[src/rtl/snake_vga_pkg.sv]
// snake_vga_pkg: shared VGA geometry, colours and menu scanner states
package snake_vga_pkg;
    localparam int H_RES    = 160;
    localparam int V_RES    = 120;
    localparam int X_W      = 8;
    localparam int Y_W      = 7;
    localparam int COLOUR_W = 3;
    localparam logic [COLOUR_W-1:0] BLACK     = 3'b000;
    localparam logic [COLOUR_W-1:0] WHITE     = 3'b111;
    localparam logic [COLOUR_W-1:0] FG_COLOUR = WHITE;
    localparam logic [COLOUR_W-1:0] BG_COLOUR = BLACK;
    typedef enum logic [1:0] {IDLE, SCAN, FLUSH, DONE} scan_state_e;
endpackage

[src/rtl/menu_frame_scanner_raster_counter.sv]
// raster_counter: x/y raster position with row wrap and end-of-frame flag
module raster_counter
    import snake_vga_pkg::*;
(
    input  logic           clk,
    input  logic           reset,
    input  logic           clear,
    input  logic           advance,
    output logic [X_W-1:0] x,
    output logic [Y_W-1:0] y,
    output logic           last
);
    logic [X_W-1:0] x_q, x_d;
    logic [Y_W-1:0] y_q, y_d;
    logic           x_end, y_end;
    // next position: x wraps at the line end, y steps only on that wrap
    always_comb begin
        x_end = x_q == X_W'(H_RES - 1);
        y_end = y_q == Y_W'(V_RES - 1);
        x_d   = clear ? '0 : !advance ? x_q : x_end ? '0 : x_q + X_W'(1);
        y_d   = clear ? '0 : !(advance && x_end) ? y_q : y_end ? '0 : y_q + Y_W'(1);
    end
    // position register
    always_ff @(posedge clk or posedge reset) begin
        if (reset) begin
            x_q <= '0;
            y_q <= '0;
        end else begin
            x_q <= x_d;
            y_q <= y_d;
        end
    end
    assign x    = x_q;
    assign y    = y_q;
    assign last = x_end && y_end;
endmodule

[src/rtl/menu_frame_scanner.sv]
// menu_frame_scanner: raster-scans the menu screen through the text responder into VGA writes
module menu_frame_scanner
    import snake_vga_pkg::*;
(
    input  logic                clk,
    input  logic                reset,
    input  logic                start,
    output logic                inmenu,
    output logic [X_W-1:0]      x_pointer,
    output logic [Y_W-1:0]      y_pointer,
    input  logic                menu_text,
    output logic [X_W-1:0]      vga_x,
    output logic [Y_W-1:0]      vga_y,
    output logic [COLOUR_W-1:0] vga_colour,
    output logic                vga_plot,
    output logic                busy,
    output logic                done
);
    scan_state_e         state_q, state_d;
    logic                flush_q, flush_d;
    logic                scanning, last;
    logic                s1_v_q;
    logic [X_W-1:0]      s1_x_q, vga_x_q;
    logic [Y_W-1:0]      s1_y_q, vga_y_q;
    logic [COLOUR_W-1:0] vga_colour_q;
    logic                vga_plot_q;

    assign scanning = state_q == SCAN;

    raster_counter u_raster (
        .clk     (clk),
        .reset   (reset),
        .clear   (scanning && last),
        .advance (scanning),
        .x       (x_pointer),
        .y       (y_pointer),
        .last    (last)
    );

    // next state: scan until the last pixel is presented, drain two cycles, pulse done
    always_comb begin
        state_d = state_q;
        flush_d = 1'b0;
        case (state_q)
            IDLE:    state_d = start ? SCAN : IDLE;
            SCAN:    state_d = last ? FLUSH : SCAN;
            FLUSH: begin
                flush_d = !flush_q;
                state_d = flush_q ? DONE : FLUSH;
            end
            DONE:    state_d = IDLE;
            default: state_d = IDLE;
        endcase
    end

    // state and flush-cycle registers
    always_ff @(posedge clk or posedge reset) begin
        if (reset) begin
            state_q <= IDLE;
            flush_q <= 1'b0;
        end else begin
            state_q <= state_d;
            flush_q <= flush_d;
        end
    end

    // stage 1 shadows the responder's register; stage 2 forms the VGA write
    always_ff @(posedge clk or posedge reset) begin
        if (reset) begin
            s1_v_q       <= 1'b0;
            s1_x_q       <= '0;
            s1_y_q       <= '0;
            vga_x_q      <= '0;
            vga_y_q      <= '0;
            vga_colour_q <= BG_COLOUR;
            vga_plot_q   <= 1'b0;
        end else begin
            s1_v_q       <= scanning;
            s1_x_q       <= x_pointer;
            s1_y_q       <= y_pointer;
            vga_plot_q   <= s1_v_q;
            vga_colour_q <= (s1_v_q && menu_text) ? FG_COLOUR : BG_COLOUR;
            if (s1_v_q) begin
                vga_x_q <= s1_x_q;
                vga_y_q <= s1_y_q;
            end
        end
    end

    assign inmenu     = scanning;
    assign busy       = scanning || state_q == FLUSH;
    assign done       = state_q == DONE;
    assign vga_x      = vga_x_q;
    assign vga_y      = vga_y_q;
    assign vga_colour = vga_colour_q;
    assign vga_plot   = vga_plot_q;
endmodule

[config.mk]
export PLATFORM = sky130hd
export DESIGN_NAME = menu_frame_scanner
export DESIGN_NICKNAME = d
export VERILOG_FILES = /design/src/rtl/snake_vga_pkg.sv /design/src/rtl/menu_frame_scanner_raster_counter.sv /design/src/rtl/menu_frame_scanner.sv
export SDC_FILE = /design/constraint.sdc
export NUM_CORES = 1
export LEC_CHECK = 0
export CORE_ASPECT_RATIO = 1.1
export CORE_MARGIN = 2
export CORE_UTILIZATION = 54
export DETAILED_ROUTE_END_ITERATION = 6
export PLACE_DENSITY_LB_ADDON = 0.1
export SLEW_MARGIN = 20
export SYNTH_ARGS = -nofsm -noshare
export SYNTH_HDL_FRONTEND = slang
export SYNTH_SLANG_ARGS = --single-unit
[constraint.sdc]
create_clock -name clk -period 4 [get_ports clk]
set_input_delay 0.6 -clock clk [delete_from_list [all_inputs] [get_ports clk]]
set_output_delay 0.6 -clock clk [all_outputs]
set_load 0.01 [all_outputs]
# Yosys cells after proc, flatten, opt, wreduce, memory -nomap -nowiden
# Index checks and enable logic that the tools add are counted.
[word_totals] in_bits=4 elab_cells=39 out_inout_bits=37 ff_bits=53
[classes] addsub=2 eq_ne=5 mux=12 n_reduce_logical=9
[ops] operator="$mux 8" n=3
[ops] operator="$mux 7" n=3
[ops] operator="$add 8x1->8 const B" n=1
[ops] operator="$eq 8x8->1 const B" n=1
[ops] operator="$pmux 2 s4" n=1
[ops] operator="$add 7x1->7 const B" n=1
[ops] operator="$eq 7x7->1 const B" n=1
[ops] operator="$eq 2x2->1 const B" n=2
[ops] operator="$logic_and 1x1->1" n=4
[ops] operator="$reduce_bool 2->1" n=2
[ops] operator="$mux 1" n=3
[ops] operator="$mux 3" n=1
[ops] operator="$eq 2x1->1 const B" n=1
[ops] operator="$logic_not 2->1" n=1
[ops] operator="$mux 2" n=1
[ops] operator="$logic_not 1->1" n=1
[ops] operator="$logic_or 1x1->1" n=1

# Longest topological paths before layout
# Gate-level depths: netlist of run 1.
[logic_depth] ltp_word=4 ltp_mapped=6 mapped_depth_nobuf=5

# Hierarchy
# A second synthesis of run 1 with hierarchy kept.
[unflattened] cells_unflattened=165 area_unflattened_um2=2157.1
[by_module_without_submodules] mod="menu_frame_scanner" seq_area_each_um2=900.9 n_inst=1 cells_per_inst=73 area_per_inst_um2=1280.0
[by_module_without_submodules] mod="raster_counter" seq_area_each_um2=375.4 n_inst=1 cells_per_inst=92 area_per_inst_um2=877.1

# Least setup slack after synthesis of run 1
# OpenSTA, ideal clock, no wires.
[synth_path] kind="reg-to-reg" start="register with a tool-made name" end="register u_raster.x_q[7], in the netlist u_raster.x[7]" setup_slack_ps=2377 setup_time_ps=120 arrival_ps=1503 n_path_buf=1 period_less_slack_ps=1623 required_ps=3880 stages_incl_launch_ff=7 path_cell_list="dfrtp_1 > inv_1 > ha_1 > buf_4 > nand3_1 > or3_1 > o211a_1"
[synth_rtl] element="end signal, assigned" line="menu_frame_scanner_raster_counter.sv:26" source="x_q <= '0;"
[synth_rtl] element="end signal, assigned" line="menu_frame_scanner_raster_counter.sv:29" source="x_q <= x_d;"
[synth_rtl] element="end, declared" line="menu_frame_scanner_raster_counter.sv:13" source="logic [X_W-1:0] x_q, x_d;"

==> summary.txt, run 1 <==
Clock tree
  – Clk root buf: clkbuf_8
  – CTS tree: done
  – Hold Buf Count CTS: 0
  – Setup bufs post-CTS: 0
  – Clk sinks: 51
  – Clk Latency, worst-skew pair: 300 ps
  – CTS H-Tree Depth: 2
  – Post-cts sizing count: 0
  – Inserted Clock Buffers: 5
  – CTS Buffer Depth: 2
  – Clock-pin slew on the worst setup and hold paths: 90 ps

Flow run
  – Max_cap viols: 0

Worst setup path
  – Slowest cell on crit path: clkdlybuf4s50_1
  – Setup Crit Path Kind: register to output pin
  – Worst-path fanout max: 13
  – CP Cell Sequence: inv_1, ha_1, clkdlybuf4s50_1
  – CP arrival: 1920 ps
  – CP max stage delay: 630 ps
  – Required @ worst endpoint: 3400 ps
  – CP startpoint kind: register
  – Flop2flop setup slack: 2000 ps
  – Crit end category: output pin

Global route
  – Vias in the first global route: 1324
  – Congestion Overflow GR: 0
  – Pin count of the biggest net entering global routing: 52
  – All-Layer GR Usage: 0.190
  – Initial antenna violation count: 0
  – First-pass GRT wire length: 6240 um

Timing
  – Final setup viols: 0
  – WHS: 428 ps
  – Period minus WS final: 2520 ps
  – Worst Clk Skew: 5.92 ps
  – Final Cycle Share: 0.629
  – Fin. Hold Viols: 0
  – TNS Setup: 0 ps
  – Slew HR: 0.441
  – Worst-Margin Slew: 837 ps
  – Slew Limit Fails: 0
  – Max Clock Freq: 397 MHz
  – Unrepaired setup endpoints after global routing: false

Routing
  – Uppermost layer routed: met4
  – Wire per inst: 15.2 um
  – Final wirelength: 3660 um
  – Initial DRC count: 63
  – Post-DR vias/cell: 5.44
  – Met2 wire length: 1840 um
  – Drc violations: 0
  – Met3 Wirelength: 167 um
  – First-pass detailed-route iteration total: 4
  – DR vias: 1312
  – ANT nets after route: 0
  – Met1 Wirelength: 1600 um

Yosys
  – Post-synth net total: 161
  – Synth warn: 0
  – Cell variety after synth: 35
  – Synthesized area per cell: 13.6 um2
  – Flops & latches, synth: 51
  – Seq/Total Area, Yosys: 0.623
  – Post-Syn Area: 2050 um2
  – Post-synthesis instance total: 151

Floorplanning
  – DIE AREA: 4300 um2
  – Die H: 68.6 um
  – Die width: 62.7 um
  – Core area: 3650 um2
  – Top-Level Pins: 41
  – Initial Util: 0.560
  – FP Rows: 23

Final layout
  – Layout Nets: 200
  – Layout area overhead: 26.4%
  – Commonest non-fill, non-tap cell in the layout: dfrtp_1
  – Fraction of layout cells with a size suffix above 1: 0.147
  – Commonest cells after routing, fill and taps aside: dfrtp_1 (51), clkdlybuf4s50_1 (40), mux2_2 (17), nor2_1 (7)
  – Antenna cells: 0
  – Fillers: 266
  – Design Area, Final: 2590 um2

Place
  – Placed cell area: 2450 um2
  – PortBufs: 40
  – Hpwl dp: 2490 um
  – GP Congestion: 0.853

Status
  – Status: complete, no violations

Power and ir drop
  – Power density over cell area: 640 nW/um2
  – Leak: 1.16 nW
  – Highest ir drop seen on vdd: 0.361 mV

Worst hold path
  – Worst Hold Class: register to register
-- area by class of cell --
class	count	area, um2	share of cell area
clock buffer	6	72.6	0.0280
clock inverter	2	60.1	0.0232
inverter	6	23.8	0.00918
multi-input combinational	86	693	0.268
sequential	51	1280	0.493
tap	50	62.6	0.0242
timing repair buffer	40	400	0.155
-- critical path: cells and delay by family, from the launching register on --
| family | cells | cell delay (ps) |
|---|---|---|
| fa+ha+maj | 1 | 460 |
| buf+inv | 2 | 740 |
| flops | 1 | 410 |
-- Yosys cell counts --
library cell | n | share of area
dfrtp_1 | 51 | 0.62
mux2_2 | 17 | 0.093
nor2_1 | 7 | 0.013
ha_1 | 6 | 0.037
inv_1 | 6 | 0.011
nand3_1 | 6 | 0.015
nand4_1 | 6 | 0.018
xnor2_1 | 5 | 0.021
a31oi_1 | 4 | 0.012
buf_4 | 4 | 0.015
nor2b_1 | 4 | 0.012
buf_2 | 3 | 0.0073
nand2_1 | 3 | 0.0055
a21oi_1 | 2 | 0.0049
and2_1 | 2 | 0.0061
and3_1 | 2 | 0.0061
and4_1 | 2 | 0.0086
mux2i_1 | 2 | 0.0098
o2111ai_1 | 2 | 0.0086
o21ai_0 | 2 | 0.0049
a221o_1 | 1 | 0.0049
a22o_1 | 1 | 0.0043
a311o_1 | 1 | 0.0049
a31o_2 | 1 | 0.0043
a41o_1 | 1 | 0.0049
a41oi_1 | 1 | 0.0043
and2_4 | 1 | 0.0043
and4bb_1 | 1 | 0.0061
buf_6 | 1 | 0.0055
nand2b_1 | 1 | 0.0031
nor3b_1 | 1 | 0.0037
nor3b_2 | 1 | 0.0061
o211a_1 | 1 | 0.0049
o21a_1 | 1 | 0.0037
or3_1 | 1 | 0.0031
-- flip-flops by register name (all words and copies together) (netlist names), named ones only --
| signal | count |
|---|---|
| u_raster.y | 7 |
| vga_x | 8 |
| s1_v_q | 1 |
| state_q | 1 |
| s1_x_q | 8 |
| vga_y | 7 |
| u_raster.x | 8 |
| s1_y_q | 7 |
| vga_plot | 1 |
| flush_q | 1 |
| vga_colour | 1 |
-- worst paths after layout --
| path | startpoint | to | cells after the start |
|---|---|---|---|
| max in group asynchronous | reset | s1_x_q[4]$_DFF_PP0_ | 2 |
| worst max-delay path | register | inmenu | 3 |
| min in group asynchronous | reset | vga_y[4]$_DFFE_PP0P_ | 2 |
| worst min-delay path | flush_q$_DFF_PP0_ | flush_q$_DFF_PP0_ | 1 |
| worst min register to register | flush_q$_DFF_PP0_ | flush_q$_DFF_PP0_ | 1 |
| worst max register to register | register | u_raster.y[3]$_DFFE_PP0P_ | 5 |
-- where the power goes --
part | internal, W | switching (W) | total [W] | leakage (nW)
clock | 0.000250 | 0.000158 | 0.000408 | 0.0654
combinational | 0.000289 | 0.000188 | 0.000476 | 0.436
sequential | 0.000637 | 0.000137 | 0.000774 | 0.661
total | 0.00118 | 0.000483 | 0.00166 | 1.16
-- through the flow --
stage               power, W  utilization  std cells  setup WS [ps]
CTS                  0.00168        0.708        241           1470
global route         0.00174        0.708        241           1390
floorplan            0.00103            -        151           2170
detailed placement   0.00126        0.672        233           1830
finish               0.00166        0.708        241           1480
global placement     0.00124        0.672        233           1910
-- kinds of logic after synthesis --
group / synth area share
flops: 0.623
simple gates: 0.111
mux: 0.103
compound gates: 0.0666
buf+inv: 0.0385
fa+ha+maj: 0.0367
xor+xnor: 0.0214
-- metal layers --
layer / vias up / global-route usage
met1: 657 / 0.248
met3: 6 / 0.0390
met2: 33 / 0.316
met5: - / 0
li1: 616 / -
met4: 0 / 0.0833
Power figures use the tool's default switching activity.
==> run 2, diff against run 1 <==
--- a/config.mk
+++ b/config.mk
@@ -7,7 +7,7 @@
 export LEC_CHECK = 0
 export CORE_ASPECT_RATIO = 1.1
 export CORE_MARGIN = 2
-export CORE_UTILIZATION = 54
+export CORE_UTILIZATION = 45
 export DETAILED_ROUTE_END_ITERATION = 6
 export PLACE_DENSITY_LB_ADDON = 0.1
 export SLEW_MARGIN = 20
==> constraint.sdc (replaced) <==
create_clock -name clk -period 2.2 [get_ports clk]
set_input_delay 0.33 -clock clk [delete_from_list [all_inputs] [get_ports clk]]
set_output_delay 0.33 -clock clk [all_outputs]
set_load 0.01 [all_outputs]
==> summary.txt, run 2 (same netlist as run 1, synthesis figures left out) <==
Power and ir drop
  – Comb pwr share: 0.298 (+0.011)
  – Seq pwr share: 0.489 (+0.022)
  – Leak: 1.16 nW (-0.47%)
  – Power density over cell area: 1120 nW/um2 (+74%)
  – Sw frac: 0.299 (+0.00741)
  – Pint: 0.00202 W (+72%)
  – Clock power share: 0.213 (-0.033)
  – Highest ir drop seen on vdd: 0.593 mV (+64%)
  – Sw Pwr: 0.000861 W (+78%)

Worst setup path
  – CP startpoint kind: register
  – CP Cell Sequence: inv_1, ha_2, clkdlybuf4s50_1
  – Crit end category: output pin
  – Slowest cell on crit path: clkdlybuf4s50_1
  – CP max stage delay: 590 ps (-40 ps)
  – Worst-path fanout max: 13 (unchanged)
  – Required @ worst endpoint: 1870 ps (-1530 ps)
  – Setup Crit Path Kind: register to output pin
  – CP arrival: 1740 ps (-180 ps)

Place
  – PortBufs: 40 (unchanged)
  – GP Congestion: 0.888 (+4.1%)
  – Placed cell area: 2480 um2 (+1.0%)
  – Placed cells: 238 (+2.1%)
  – Hpwl dp: 2660 um (+6.6%)

Global route
  – Initial antenna violation count: 0 (unchanged)
  – All-Layer GR Usage: 0.165 (-0.0251)
  – Congestion Overflow GR: 0 (unchanged)
  – Pin count of the biggest net entering global routing: 30 (-42%)
  – Vias in the first global route: 1289 (-2.6%)
  – First-pass GRT wire length: 6240 um (unchanged)

Timing
  – Slew HR: 0.557 (+0.115)
  – Worst Clk Skew: 4.96 ps (-0.966 ps)
  – Final Cycle Share: 0.943
  – Final setup viols: 0 (unchanged)
  – Fin. Hold Viols: 0 (unchanged)
  – Unrepaired setup endpoints after global routing: false
  – Period minus WS final: 2070 ps
  – Max Clock Freq: 482 MHz
  – TNS Setup: 0 ps (unchanged)
  – Slew Limit Fails: 0 (unchanged)
  – Worst-Margin Slew: 665 ps (-172 ps)

Final layout
  – Post-layout util: 0.595 (-0.114)
  – FF+latch area: 1280 um2 (unchanged)
  – Design Area, Final: 2580 um2 (-0.14%)
  – Layout area overhead: 26.2%
  – Fillers: 358 (+35%)
  – Fraction of layout cells with a size suffix above 1: 0.152 (+0.00524)
  – Commonest cells after routing, fill and taps aside: dfrtp_1 (51), clkdlybuf4s50_1 (40), mux2_2 (17), nor2_1 (7)
  – Antenna cells: 0 (unchanged)
  – Commonest non-fill, non-tap cell in the layout: dfrtp_1
  – Multi-input logic area: 696 um2 (+0.36%)
  – Layout Nets: 201 (+0.50%)
  – Finished Layout Cells: 245 (+1.7%)

Floorplanning
  – Core area: 4350 um2 (+19%)
  – Die width: 68.3 um (+8.9%)
  – DIE AREA: 5110 um2 (+19%)
  – Top-Level Pins: 41 (unchanged)
  – Die H: 74.8 um (+9.0%)
  – FP Rows: 25 (+8.7%)
  – Initial Util: 0.471 (-0.0893)

Routing
  – First-pass detailed-route iteration total: 4 (unchanged)
  – Initial DRC count: 80 (+27%)
  – Wire per inst: 15.0 um (-0.99%)
  – Final wirelength: 3680 um (+0.66%)
  – Met3 Wirelength: 163 um (-2.4%)
  – Post-DR vias/cell: 5.22 (-4.0%)
  – Met2 wire length: 1790 um (-2.4%)
  – Met1 Wirelength: 1670 um (+4.5%)
  – Uppermost layer routed: met4
  – Drc violations: 0 (unchanged)
  – ANT nets after route: 0 (unchanged)
  – DR vias: 1280 (-2.4%)

Clock tree
  – CTS tree: done
  – Clk root buf: clkbuf_8
  – CTS H-Tree Depth: 2 (unchanged)
  – Clk sinks: 51 (unchanged)
  – CTS Buffer Depth: 2 (unchanged)
  – Setup bufs post-CTS: 0 (unchanged)
  – Inserted Clock Buffers: 5 (unchanged)
  – Clk Latency, worst-skew pair: 290 ps (about the same)
  – Clock-pin slew on the worst setup and hold paths: 90 ps (about the same)

Flow run
  – Max_cap viols: 0 (unchanged)

Worst hold path
  – Worst Hold Class: input port to asynchronous set/reset pin

Status
  – Status: complete, no violations
[run 2: cell types whose count changed in the layout (fill, tap and decap cells not counted), sizes merged]
cell / previous run / this run
buf: 0 / 1
bufinv: 2 / 1
clkinv: 1 / 0
inv: 5 / 6
[run 2: area by class of cell]
cell class,instances,area share
Clock buffer,6,0.0281
Multi-Input combinational cell,86,0.269
Timing Repair Buffer,41,0.163
Sequential cell,51,0.494
Inverter,6,0.00871
Tap cell,54,0.0261
Clock inverter,1,0.0116
[run 2: what timing repair did]
action,4_1_cts,5_1_grt
hold buffers,0,0
endpoints found under the setup margin,1,0
resized for setup,1,0
[run 2: power groups by stage]
stage                     logic, W  clock network (W)  registers [W]
after global placement    0.000847                  0        0.00142
after global routing      0.000944           0.000679        0.00146
after CTS                 0.000870           0.000636        0.00142
final                     0.000859           0.000614        0.00141
after detailed placement  0.000863                  0        0.00144
after floorplan           0.000476                  0        0.00140
[run 2: path summary, 6_finish.rpt]
check	slack, ps	end	cells past startpoint
worst max-delay path	130	inmenu	3
worst min-delay path	370	vga_y[1]$_DFFE_PP0P_	2
worst max register to register	360	u_raster.y[3]$_DFFE_PP0P_	5
worst min register to register	430	flush_q$_DFF_PP0_	1
max in group asynchronous	1310	u_raster.x[3]$_DFFE_PP0P_	3
min in group clk	430	flush_q$_DFF_PP0_	1
[run 2: through the flow]
| step | hold slack, ps | power (W) | setup slack, ps |
|---|---|---|---|
| after floorplan | 349 | 0.00187 | 577 |
| final | 371 | 0.00288 | 126 |
| after global routing | 430 | 0.00308 | 0.582 |
| after detailed placement | 417 | 0.00230 | 248 |
| after global placement | 416 | 0.00227 | 348 |
| after CTS | 387 | 0.00292 | 107 |
[run 2: critical path, delay by kind of cell, from the launching register on]
family,cells,cell delay [ps]
buf+inv,2,700
flops,1,410
fa+ha+maj,1,340
[run 2: routing by layer]
layer / GRT usage / vias up
li1: - / 612
met1: 0.216 / 630
met2: 0.263 / 33
met3: 0.0463 / 5
met4: 0.0578 / 0
met5: 0 / -
